`config.mk`:
```
export PLATFORM = sky130hd
export DESIGN_NAME = link_arbiter
export DESIGN_NICKNAME = d
export VERILOG_FILES = /design/src/rtl/link_pkg.sv /design/src/rtl/link_arbiter_rr_pick.sv /design/src/rtl/link_arbiter.sv
export SDC_FILE = /design/constraint.sdc
export NUM_CORES = 1
export LEC_CHECK = 0
export BUFFER_PORTS_ARGS = -buffer_cell sky130_fd_sc_hd__buf_2
export CELL_PAD_IN_SITES_DETAIL_PLACEMENT = 0
export CELL_PAD_IN_SITES_GLOBAL_PLACEMENT = 1
export CORE_ASPECT_RATIO = 0.8
export CORE_UTILIZATION = 30
export CTS_BUF_LIST = sky130_fd_sc_hd__clkbuf_16
export DETAILED_ROUTE_END_ITERATION = 10
export GPL_TIMING_DRIVEN = 0
export HOLD_SLACK_MARGIN = 0.02
export PLACE_DENSITY = 0.73
export RECOVER_POWER = 100
export SLEW_MARGIN = 30
export SYNTH_ARGS = -nofsm -noshare
export SYNTH_HDL_FRONTEND = slang
export SYNTH_SLANG_ARGS = --single-unit
```
`constraint.sdc`:
```
create_clock -name clk -period 2.5 [get_ports clk]
set_input_delay 0.125 -clock clk [delete_from_list [all_inputs] [get_ports clk]]
set_output_delay 0.125 -clock clk [all_outputs]
set_load 0.05 [all_outputs]
```
`src/rtl/link_pkg.sv`:
```
// link_pkg: shared types and helpers for the round-robin link arbiter.
// Provides the FSM state enum, default byte width and a clog2 helper.
package link_pkg;

  localparam int DEF_DATA_W = 8;

  typedef enum logic [2:0] {
    ST_IDLE,
    ST_SEND,
    ST_DROP,
    ST_DONE,
    ST_ABORT
  } state_e;

  // Ceiling log2, never below 1 so every counter keeps at least one bit.
  function automatic int clog2(input int v);
    int r;
    r = 0;
    for (int i = 0; i < 31; i++) begin
      if ((1 << i) < v) r = i + 1;
    end
    return (r < 1) ? 1 : r;
  endfunction

endpackage

```
`src/rtl/link_arbiter_rr_pick.sv`:
```
// rr_pick: combinational round-robin selector.
// Ports: req_i request vector, ptr_i start index; valid_o any request, idx_o winner.
module rr_pick
  import link_pkg::*;
#(
  parameter int N  = 4,
  parameter int IW = clog2(N)
) (
  input  logic [N-1:0]  req_i,
  input  logic [IW-1:0] ptr_i,
  output logic          valid_o,
  output logic [IW-1:0] idx_o
);

  function automatic logic [IW-1:0] wrap(input int v);
    return IW'(v % N);
  endfunction

  // Scan downward so the lowest offset from ptr_i is written last and wins.
  always_comb begin
    valid_o = 1'b0;
    idx_o   = '0;
    for (int k = N - 1; k >= 0; k--) begin
      if (req_i[wrap(int'(ptr_i) + k)]) begin
        valid_o = 1'b1;
        idx_o   = wrap(int'(ptr_i) + k);
      end
    end
  end

endmodule

```
`src/rtl/link_arbiter.sv`:
```
// link_arbiter: round-robin share of one 4-phase req/ack byte link.
// Ports: cl_req/cl_word in, cl_grant/cl_done/cl_err out, link_req/data/ack, busy.
module link_arbiter
  import link_pkg::*;
#(
  parameter int NUM_CLIENTS    = 4,
  parameter int BYTES_PER_XFER = 4,
  parameter int DATA_W         = DEF_DATA_W,
  parameter int TIMEOUT        = 64
) (
  input  logic                                      clk,
  input  logic                                      rst,
  input  logic [NUM_CLIENTS-1:0]                    cl_req,
  input  logic [NUM_CLIENTS*BYTES_PER_XFER*DATA_W-1:0] cl_word,
  output logic [NUM_CLIENTS-1:0]                    cl_grant,
  output logic [NUM_CLIENTS-1:0]                    cl_done,
  output logic [NUM_CLIENTS-1:0]                    cl_err,
  output logic                                      link_req,
  output logic [DATA_W-1:0]                         link_data,
  input  logic                                      link_ack,
  output logic                                      busy
);

  localparam int IW = clog2(NUM_CLIENTS);
  localparam int BW = clog2(BYTES_PER_XFER);
  localparam int TW = clog2(TIMEOUT + 1);
  localparam int WW = BYTES_PER_XFER * DATA_W;

  state_e        state_q, state_d;
  logic [IW-1:0] rr_q, rr_d;
  logic [IW-1:0] win_q, win_d;
  logic [BW-1:0] bidx_q, bidx_d;
  logic [TW-1:0] tmo_q, tmo_d;
  logic [WW-1:0] word_q, word_d;

  logic          pick_vld;
  logic [IW-1:0] pick_idx;

  rr_pick #(
    .N  (NUM_CLIENTS),
    .IW (IW)
  ) u_pick (
    .req_i   (cl_req),
    .ptr_i   (rr_q),
    .valid_o (pick_vld),
    .idx_o   (pick_idx)
  );

  always_ff @(posedge clk) begin
    if (rst) begin
      state_q <= ST_IDLE;
      rr_q    <= '0;
      win_q   <= '0;
      bidx_q  <= '0;
      tmo_q   <= '0;
      word_q  <= '0;
    end else begin
      state_q <= state_d;
      rr_q    <= rr_d;
      win_q   <= win_d;
      bidx_q  <= bidx_d;
      tmo_q   <= tmo_d;
      word_q  <= word_d;
    end
  end

  always_comb begin
    state_d = state_q;
    rr_d    = rr_q;
    win_d   = win_q;
    bidx_d  = bidx_q;
    tmo_d   = tmo_q;
    word_d  = word_q;
    unique case (state_q)
      ST_IDLE: begin
        if (pick_vld) begin
          win_d   = pick_idx;
          word_d  = cl_word[pick_idx*WW +: WW];
          bidx_d  = '0;
          tmo_d   = '0;
          state_d = ST_SEND;
        end
      end
      ST_SEND: begin
        // An ack already high on entry counts as the ack.
        if (link_ack) begin
          state_d = ST_DROP;
        end else if (TIMEOUT != 0 &&
                     tmo_q == TW'(TIMEOUT - 1)) begin
          state_d = ST_ABORT;
        end else begin
          tmo_d = tmo_q + 1'b1;
        end
      end
      ST_DROP: begin
        if (!link_ack) begin
          if (bidx_q == BW'(BYTES_PER_XFER - 1)) begin
            state_d = ST_DONE;
          end else begin
            bidx_d  = bidx_q + 1'b1;
            tmo_d   = '0;
            state_d = ST_SEND;
          end
        end
      end
      ST_DONE, ST_ABORT: begin
        rr_d = (win_q == IW'(NUM_CLIENTS - 1)) ?
               '0 : win_q + 1'b1;
        state_d = ST_IDLE;
      end
      default: state_d = ST_IDLE;
    endcase
  end

  always_comb begin
    cl_grant  = '0;
    cl_done   = '0;
    cl_err    = '0;
    link_req  = (state_q == ST_SEND);
    busy      = (state_q != ST_IDLE);
    // byte index only moves on DROP->SEND, so data holds through DROP.
    link_data = word_q[bidx_q*DATA_W +: DATA_W];
    unique case (state_q)
      ST_SEND,
      ST_DROP:  cl_grant[win_q] = 1'b1;
      ST_DONE:  cl_done[win_q]  = 1'b1;
      ST_ABORT: cl_err[win_q]   = 1'b1;
      default: ;
    endcase
  end

endmodule

```
==> flow_summary.json, run 1 <==
{
  "fin_cells": 611,
  "synthToLayoutAreaGrowth_pct": 35.7,
  "final_common_cell": "buf_2",
  "yosysTopAreaCellShare_pct": 32.3,
  "avgSynthCellArea_sq_um": 9.61,
  "post_cts_resized": 0,
  "holdPathEnd": "word_q[26]",
  "rrSetupSlack_ns": 0.48,
  "required_ns": 2.38,
  "rows": 32,
  "dp_hpwl_um": 7100,
  "rr_startpoint": "state_q[0]",
  "rsz0062_at_grt": "no",
  "crit_arrival_ns": 2.04,
  "core_sq_um": 9650,
  "worstSetupPathType": "register to output port",
  "final.min_clock_period_ns": 2.16,
  "synth_largest_area_cell": "dfxtp_1",
  "antenna_found_initial": 1,
  "tightest_slew_ns": 0.947,
  "cellLeakagePower_nw": 1.73,
  "max_freq_ghz": 0.462,
  "synth_cell_type_count": 39,
  "cts_max_level": 2,
  "synth_warnings": 0,
  "start_kind": "register",
  "grt_pass1_wl_um": 14400,
  "cts-hold-fix-buffers": 0,
  "gp_congestion": 0.825,
  "ff2ff_path_depth": 7,
  "wl_per_cell_um": 14.6,
  "die_x_um": 113,
  "finalSetupViolCount": 0,
  "hold_path.startpoint": "cl_word[26]",
  "synth_area_leaders": "dfxtp_1, mux2i_1, o221ai_1, mux4_2, nand2_1",
  "vias_per_cell": 4.82,
  "syn-num-nets": 451,
  "synthCells": 310,
  "drcViolationCount": 0,
  "synthArstFlopShare_pct": 0,
  "io_pins": 157,
  "synth_ff_type": "dfxtp_1",
  "min_path_cells": 3,
  "clock_path_buffers": 2,
  "fin_setup_tns_ns": 0,
  "drive_above_1_share_pct": 38.0,
  "drtIter0Drc": 92,
  "grt_pass1_vias": 2869,
  "ir_drop_uv": 273,
  "cp-end-kind": "output port",
  "placed_cell_area_sq_um": 3930,
  "hold_path.class": "input pin to register",
  "post-cts-setup-buffers": 0,
  "ys_ff_latch": 48,
  "numPortBuffers": 156,
  "vias": 2947,
  "clk_pin_slew_ns": 0.07,
  "fin_crit_sh_pct": 86.5,
  "finalHoldViolations": 0,
  "drtAntennaViolNets": 0,
  "slew_headroom_pct": 36.3,
  "final_cell_mix": "buf_2, mux2i_1, dfxtp_1, nand2_1, o221ai_1",
  "netlist_area_sq_um": 2980,
  "fin_skew_ns": 0.00666,
  "synth_edf_count": 0,
  "ys_seq_area_share_pct": 32.3,
  "die-area_sq_um": 10300,
  "r2r-end": "word_q[15]",
  "start_util_pct": 30.9,
  "worstSkewPairLatency_ns": 0.29,
  "cts_tree": "built",
  "outcome": "finished clean",
  "cts-root-buf": "clkbuf_16",
  "track_usage_pct": 17.5,
  "cap_violations": 0,
  "placed_cells": 602,
  "grt_overflow": 0,
  "slew_violations": 0,
  "cts_inserted_buffers": 5,
  "grt_max_degree": 15,
  "dr.pass1.iters": 4,
  "crit_fanout": 10,
  "p_per_area_nw_per_um2": 550,
  "routed_wl_um": 8890,
  "clock_sinks": 48,
  "fin_nets": 614,
  "fin_area_sq_um": 4040,
  "dieHeight_um": 91.1
}
## power by group
part           total, W  switching (W)  internal, W  leakage (nW)
registers      0.000892      0.0000525     0.000840         0.394
logic          0.000579       0.000328     0.000250          1.25
clock network  0.000750       0.000283     0.000467        0.0850
## synth_stat cells, types with 6 or more instances
cell / instances
nor2_1: 18
and2_1: 12
xnor2_1: 6
a21oi_1: 11
ha_1: 6
buf_2: 17
inv_1: 6
nand2_1: 41
mux4_2: 8
dfxtp_1: 48
o221ai_1: 32
mux2i_1: 68
## worst max-delay path, cell delays in order (launching register included)
cell      delay, ns
dfxtp_1        0.33
clkbuf_1       0.58
mux4_2         0.59
clkbuf_2       0.26
## stage by stage
stage	worst slack, ns	power, W	hold WS, ns	utilization (%)
6_report	0.337	0.00222	0.143	41.9
5_1_grt	0.203	0.00233	0.168	41.8
4_1_cts	0.632	0.00224	0.148	42.4
3_5_place_dp	0.651	0.00150	0.442	40.7
3_3_place_gp	0.658	0.00149	0.437	40.7
2_1_floorplan	0.932	0.00127	0.298	-
## state kept, by name, summed over array words and instances, names as in the netlist
name and cells:
bidx_q 2, rr_q 2, state_q 3, tmo_q 7, win_q 2, word_q 32
## layout make-up
cell class / count / area (sq um)
fillers: 969 / 5610
multi-input cells: 235 / 1850
well taps: 136 / 170
clock inverters: 3 / 38.8
plain buffers: 21 / 105
clock buffers: 5 / 125
diodes: 1 / 2.50
repair buffers: 156 / 764
flip-flops and latches: 48 / 961
inverters: 6 / 22.5
## per-layer routing
layer	vias to the layer above	routed length (um)	track usage, %
li1	1478	-	-
met1	1368	4460	25.6
met2	97	3870	26.9
met3	4	508	3.34
met4	0	58	3.07
met5	-	0	0
## cell families (layout without fill, tap and decap cells)
logic type               count (synthesis)  in the layout  synth area share [%]
other                                    0              1                     0
buffers and inverters                   27            191                  4.37
AND/OR/NAND/NOR                         94             94                  15.7
XOR/XNOR                                 6              6                  1.76
multiplexers                            76             76                  28.9
adder cells (fa/ha/maj)                  6              6                  2.52
AO/OA/AOI/OAI                           53             53                  14.5
flip-flops                              48             48                  32.3
## worst max-delay path by stage
stage | end | slack (ns) | start
3_3_place_gp | word_q[17] | 0.66 | rr_q[0]
3_5_place_dp | word_q[11] | 0.65 | rr_q[0]
6_report | link_data[5] | 0.34 | bidx_q[0]
4_1_cts | word_q[11] | 0.63 | rr_q[0]
2_1_floorplan | tmo_q[5] | 0.93 | state_q[1]
5_1_grt | link_data[7] | 0.20 | bidx_q[0]
Power figures use the tool's default switching activity.
==> run 2, diff against run 1 <==
CTS_BUF_LIST = sky130_fd_sc_hd__clkbuf_2   (was sky130_fd_sc_hd__clkbuf_16)
clock period = 2 ns   (was 2.5 ns; I/O delays follow)
==> run 2 against run 1 <==
  * The run now fails in clock tree synthesis
  * Area after synthesis unchanged
  * Synthesized cell count is the same
==> flow_summary.json, run 2 <==
{
  "ys_ff_latch": 48,
  "synth_ff_type": "dfxtp_1",
  "synth_cell_type_count": 39,
  "outcome": "aborted with a tool error",
  "synthTopCellsByCount": "mux2i_1, dfxtp_1, nand2_1, o221ai_1, nor2_1",
  "yosysTopAreaCellShare_pct": 32.3,
  "avgSynthCellArea_sq_um": 9.61,
  "yosysMostFrequentCell": "mux2i_1",
  "rows": 32,
  "post_cts_resized": 1,
  "synth_warnings": 0,
  "cts_max_level": 2,
  "post-cts-setup-buffers": 0,
  "synthArstFlopShare_pct": 0,
  "cts-root-buf": "clkbuf_2",
  "synth_area_leaders": "dfxtp_1, mux2i_1, o221ai_1, mux4_2, nand2_1",
  "start_util_pct": 30.9,
  "ys_seq_area_share_pct": 32.3,
  "gp_congestion": 0.825,
  "dp_hpwl_um": 7100,
  "synth_largest_area_cell": "dfxtp_1",
  "syn-num-nets": 451,
  "placed_cell_area_sq_um": 3930,
  "stop_stage": "clock tree synthesis",
  "preCtsSetupSlack_ns": 0.151,
  "cts_inserted_buffers": 5,
  "synth_edf_count": 0,
  "numPortBuffers": 156,
  "netlist_area_sq_um": 2980,
  "cts-hold-fix-buffers": 123,
  "clock_path_buffers": 2,
  "die_x_um": 113,
  "error": "[ERROR RSZ-0060] Max buffer count reached.",
  "clock_sinks": 48,
  "io_pins": 157,
  "dieHeight_um": 91.1,
  "synthCells": 310
}
-- run 2: cell families after synthesis --
logic type               after synthesis  share of synthesized area [%]
buffers and inverters                 27                           4.37
flip-flops                            48                           32.3
AO/OA/AOI/OAI                         53                           14.5
AND/OR/NAND/NOR                       94                           15.7
multiplexers                          76                           28.9
XOR/XNOR                               6                           1.76
adder cells (fa/ha/maj)                6                           2.52
-- run 2: stage by stage --
| step | hold WS, ns | std cells |
|---|---|---|
| after floorplan | 0.273 | 310 |
| after global placement | 0.412 | 602 |
| after detailed placement | 0.417 | 602 |
==> run 3, diff against run 2 <==
CELL_PAD_IN_SITES_DETAIL_PLACEMENT = default   (was 0)
CELL_PAD_IN_SITES_GLOBAL_PLACEMENT = default   (was 1)
CORE_ASPECT_RATIO = default   (was 0.8)
CORE_UTILIZATION = 20   (was 30)
CTS_BUF_LIST = default   (was sky130_fd_sc_hd__clkbuf_2)
HOLD_SLACK_MARGIN = default   (was 0.02)
PLACE_DENSITY = default   (was 0.73)
PLACE_DENSITY_LB_ADDON = 0.15   (was default)
==> run 3 against run 2 <==
  * The run now ends clean
==> flow_summary.json, run 3 (synthesized netlist as in run 1, its figures left out) <==
{
  "hold_path.class": "input pin to register",
  "clock_path_buffers": 2,
  "clock_sinks": 48,
  "rrSetupSlack_ns": 0.13,
  "io_pins": 157,
  "holdPathEnd": "word_q[14]",
  "cts_inserted_buffers": 5,
  "nFillCells": 1577,
  "final.min_clock_period_ns": 1.87,
  "fin_area_sq_um": 4150,
  "antenna_found_initial": 0,
  "setup_slack_ns": 0.126,
  "diodes": 0,
  "grt_max_degree": 14,
  "cts_tree": "built",
  "vias": 2901,
  "start_util_pct": 20.5,
  "crit_arrival_ns": 2.03,
  "grt_pass1_wl_um": 14200,
  "routed_wl_um": 9660,
  "fin_crit_sh_pct": 93.7,
  "cts-root-buf": "clkbuf_16",
  "final_common_cell": "buf_2",
  "drcViolationCount": 0,
  "vias_per_cell": 4.42,
  "worstSkewPairLatency_ns": 0.28,
  "dieHeight_um": 124,
  "cap_violations": 0,
  "placed_cells": 650,
  "clk_pin_slew_ns": 0.06,
  "grt_pass1_vias": 2636,
  "post-cts-setup-buffers": 0,
  "tightest_slew_ns": 0.591,
  "worstSetupPathType": "register to register",
  "track_usage_pct": 12.4,
  "drive_above_1_share_pct": 42.3,
  "die-area_sq_um": 15400,
  "hold_path.startpoint": "cl_word[14]",
  "rows": 44,
  "final_cell_mix": "buf_2, mux2i_1, dfxtp_1, nand2_1, o221ai_1",
  "start_kind": "register",
  "synthToLayoutAreaGrowth_pct": 39.3,
  "cts_max_level": 2,
  "wl_per_cell_um": 14.7,
  "largest_register_ffs": 32,
  "die_x_um": 124,
  "fin_cells": 657,
  "grt_overflow": 0,
  "preCtsSetupSlack_ns": 0.00585,
  "r2r-end": "word_q[31]",
  "drtAntennaViolNets": 0,
  "slew_violations": 0,
  "fin_nets": 614,
  "ir_drop_uv": 245,
  "dr.pass1.iters": 4,
  "crit_fanout": 10,
  "slew_headroom_pct": 60.8,
  "gp_congestion": 0.713,
  "drtIter0Drc": 88,
  "required_ns": 2.15,
  "min_path_cells": 3,
  "dp_hpwl_um": 7930,
  "p_per_area_nw_per_um2": 656,
  "rr_startpoint": "rr_q[0]",
  "placed_cell_area_sq_um": 3990,
  "rsz0062_at_grt": "no",
  "max_freq_ghz": 0.534,
  "fin_setup_tns_ns": 0,
  "cp-end-kind": "register",
  "finalSetupViolCount": 0,
  "outcome": "finished clean",
  "finalHoldViolations": 0,
  "cellLeakagePower_nw": 1.78,
  "reg.largest.list": "word_q (32), tmo_q (7), state_q (3)",
  "core_sq_um": 14500,
  "largest_register": "word_q",
  "ff2ff_path_depth": 7,
  "fin_skew_ns": 0.00460,
  "numPortBuffers": 156
}
## run 3: area by class of cell
type / instances / area (sq um) / share of cell area (%)
Buffer: 21 / 113 / 2.71
Clock buffer: 7 / 153 / 3.68
Inverter: 6 / 22.5 / 0.543
Multi-Input combinational cell: 235 / 1890 / 45.6
Sequential cell: 48 / 961 / 23.2
Tap cell: 184 / 230 / 5.55
Timing Repair Buffer: 156 / 779 / 18.8
## run 3: per-layer routing
layer	wire (um)	vias up	track usage, %
li1	-	1480	-
met4	82	0	3.35
met5	0	-	0
met1	4620	1316	17.7
met3	522	5	1.92
met2	4440	100	19.4
## run 3: stage by stage
| stage | total power [W] | hold slack, ns | util [%] |
|---|---|---|---|
| 5_1_grt | 0.00290 | 0.133 | 28.5 |
| 4_1_cts | 0.00277 | 0.129 | 28.5 |
| 3_5_place_dp | 0.00189 | 0.425 | 27.4 |
| 2_1_floorplan | 0.00159 | 0.273 | - |
| 3_3_place_gp | 0.00189 | 0.417 | 27.4 |
| 6_report | 0.00272 | 0.130 | 28.5 |
## run 3: worst max-delay path by stage
| stage | startpoint | end | slack [ns] | depth (start not counted) |
|---|---|---|---|---|
| 2_1_floorplan | state_q[1] | tmo_q[5] | 0.43 | 6 |
| 3_3_place_gp | rr_q[0] | word_q[25] | 0.02 | 7 |
| 3_5_place_dp | rr_q[0] | word_q[25] | 0.006 | 7 |
| 4_1_cts | rr_q[1] | word_q[19] | 0.05 | 6 |
| 5_1_grt | bidx_q[0] | link_data[6] | 0.01 | 3 |
| 6_report | rr_q[0] | word_q[31] | 0.13 | 7 |
## run 3: report_power, final
part | total [W] | internal (W) | switching, W | leakage (nW)
registers | 0.00111 | 0.00105 | 0.0000645 | 0.394
logic | 0.000745 | 0.000322 | 0.000423 | 1.31
clock network | 0.000860 | 0.000525 | 0.000336 | 0.0760
total | 0.00272 | 0.00190 | 0.000824 | 1.78
## run 3: worst max-delay path, cell delays in order, from the launching register on
cell,delay (ns)
dfxtp_1,0.32
inv_1,0.07
a21oi_1,0.13
a2bb2oi_1,0.20
buf_4,0.23
clkbuf_4,0.32
mux2i_1,0.31
o221ai_1,0.16
## run 3: repair_timing
| item | 4_1_cts | 5_1_grt |
|---|---|---|
| endpoints found under the setup margin | 1 | 30 |
| hold buffers | 0 | 0 |
| gates resized for setup | 1 | 3 |
| hold endpoints to repair | 0 | 0 |
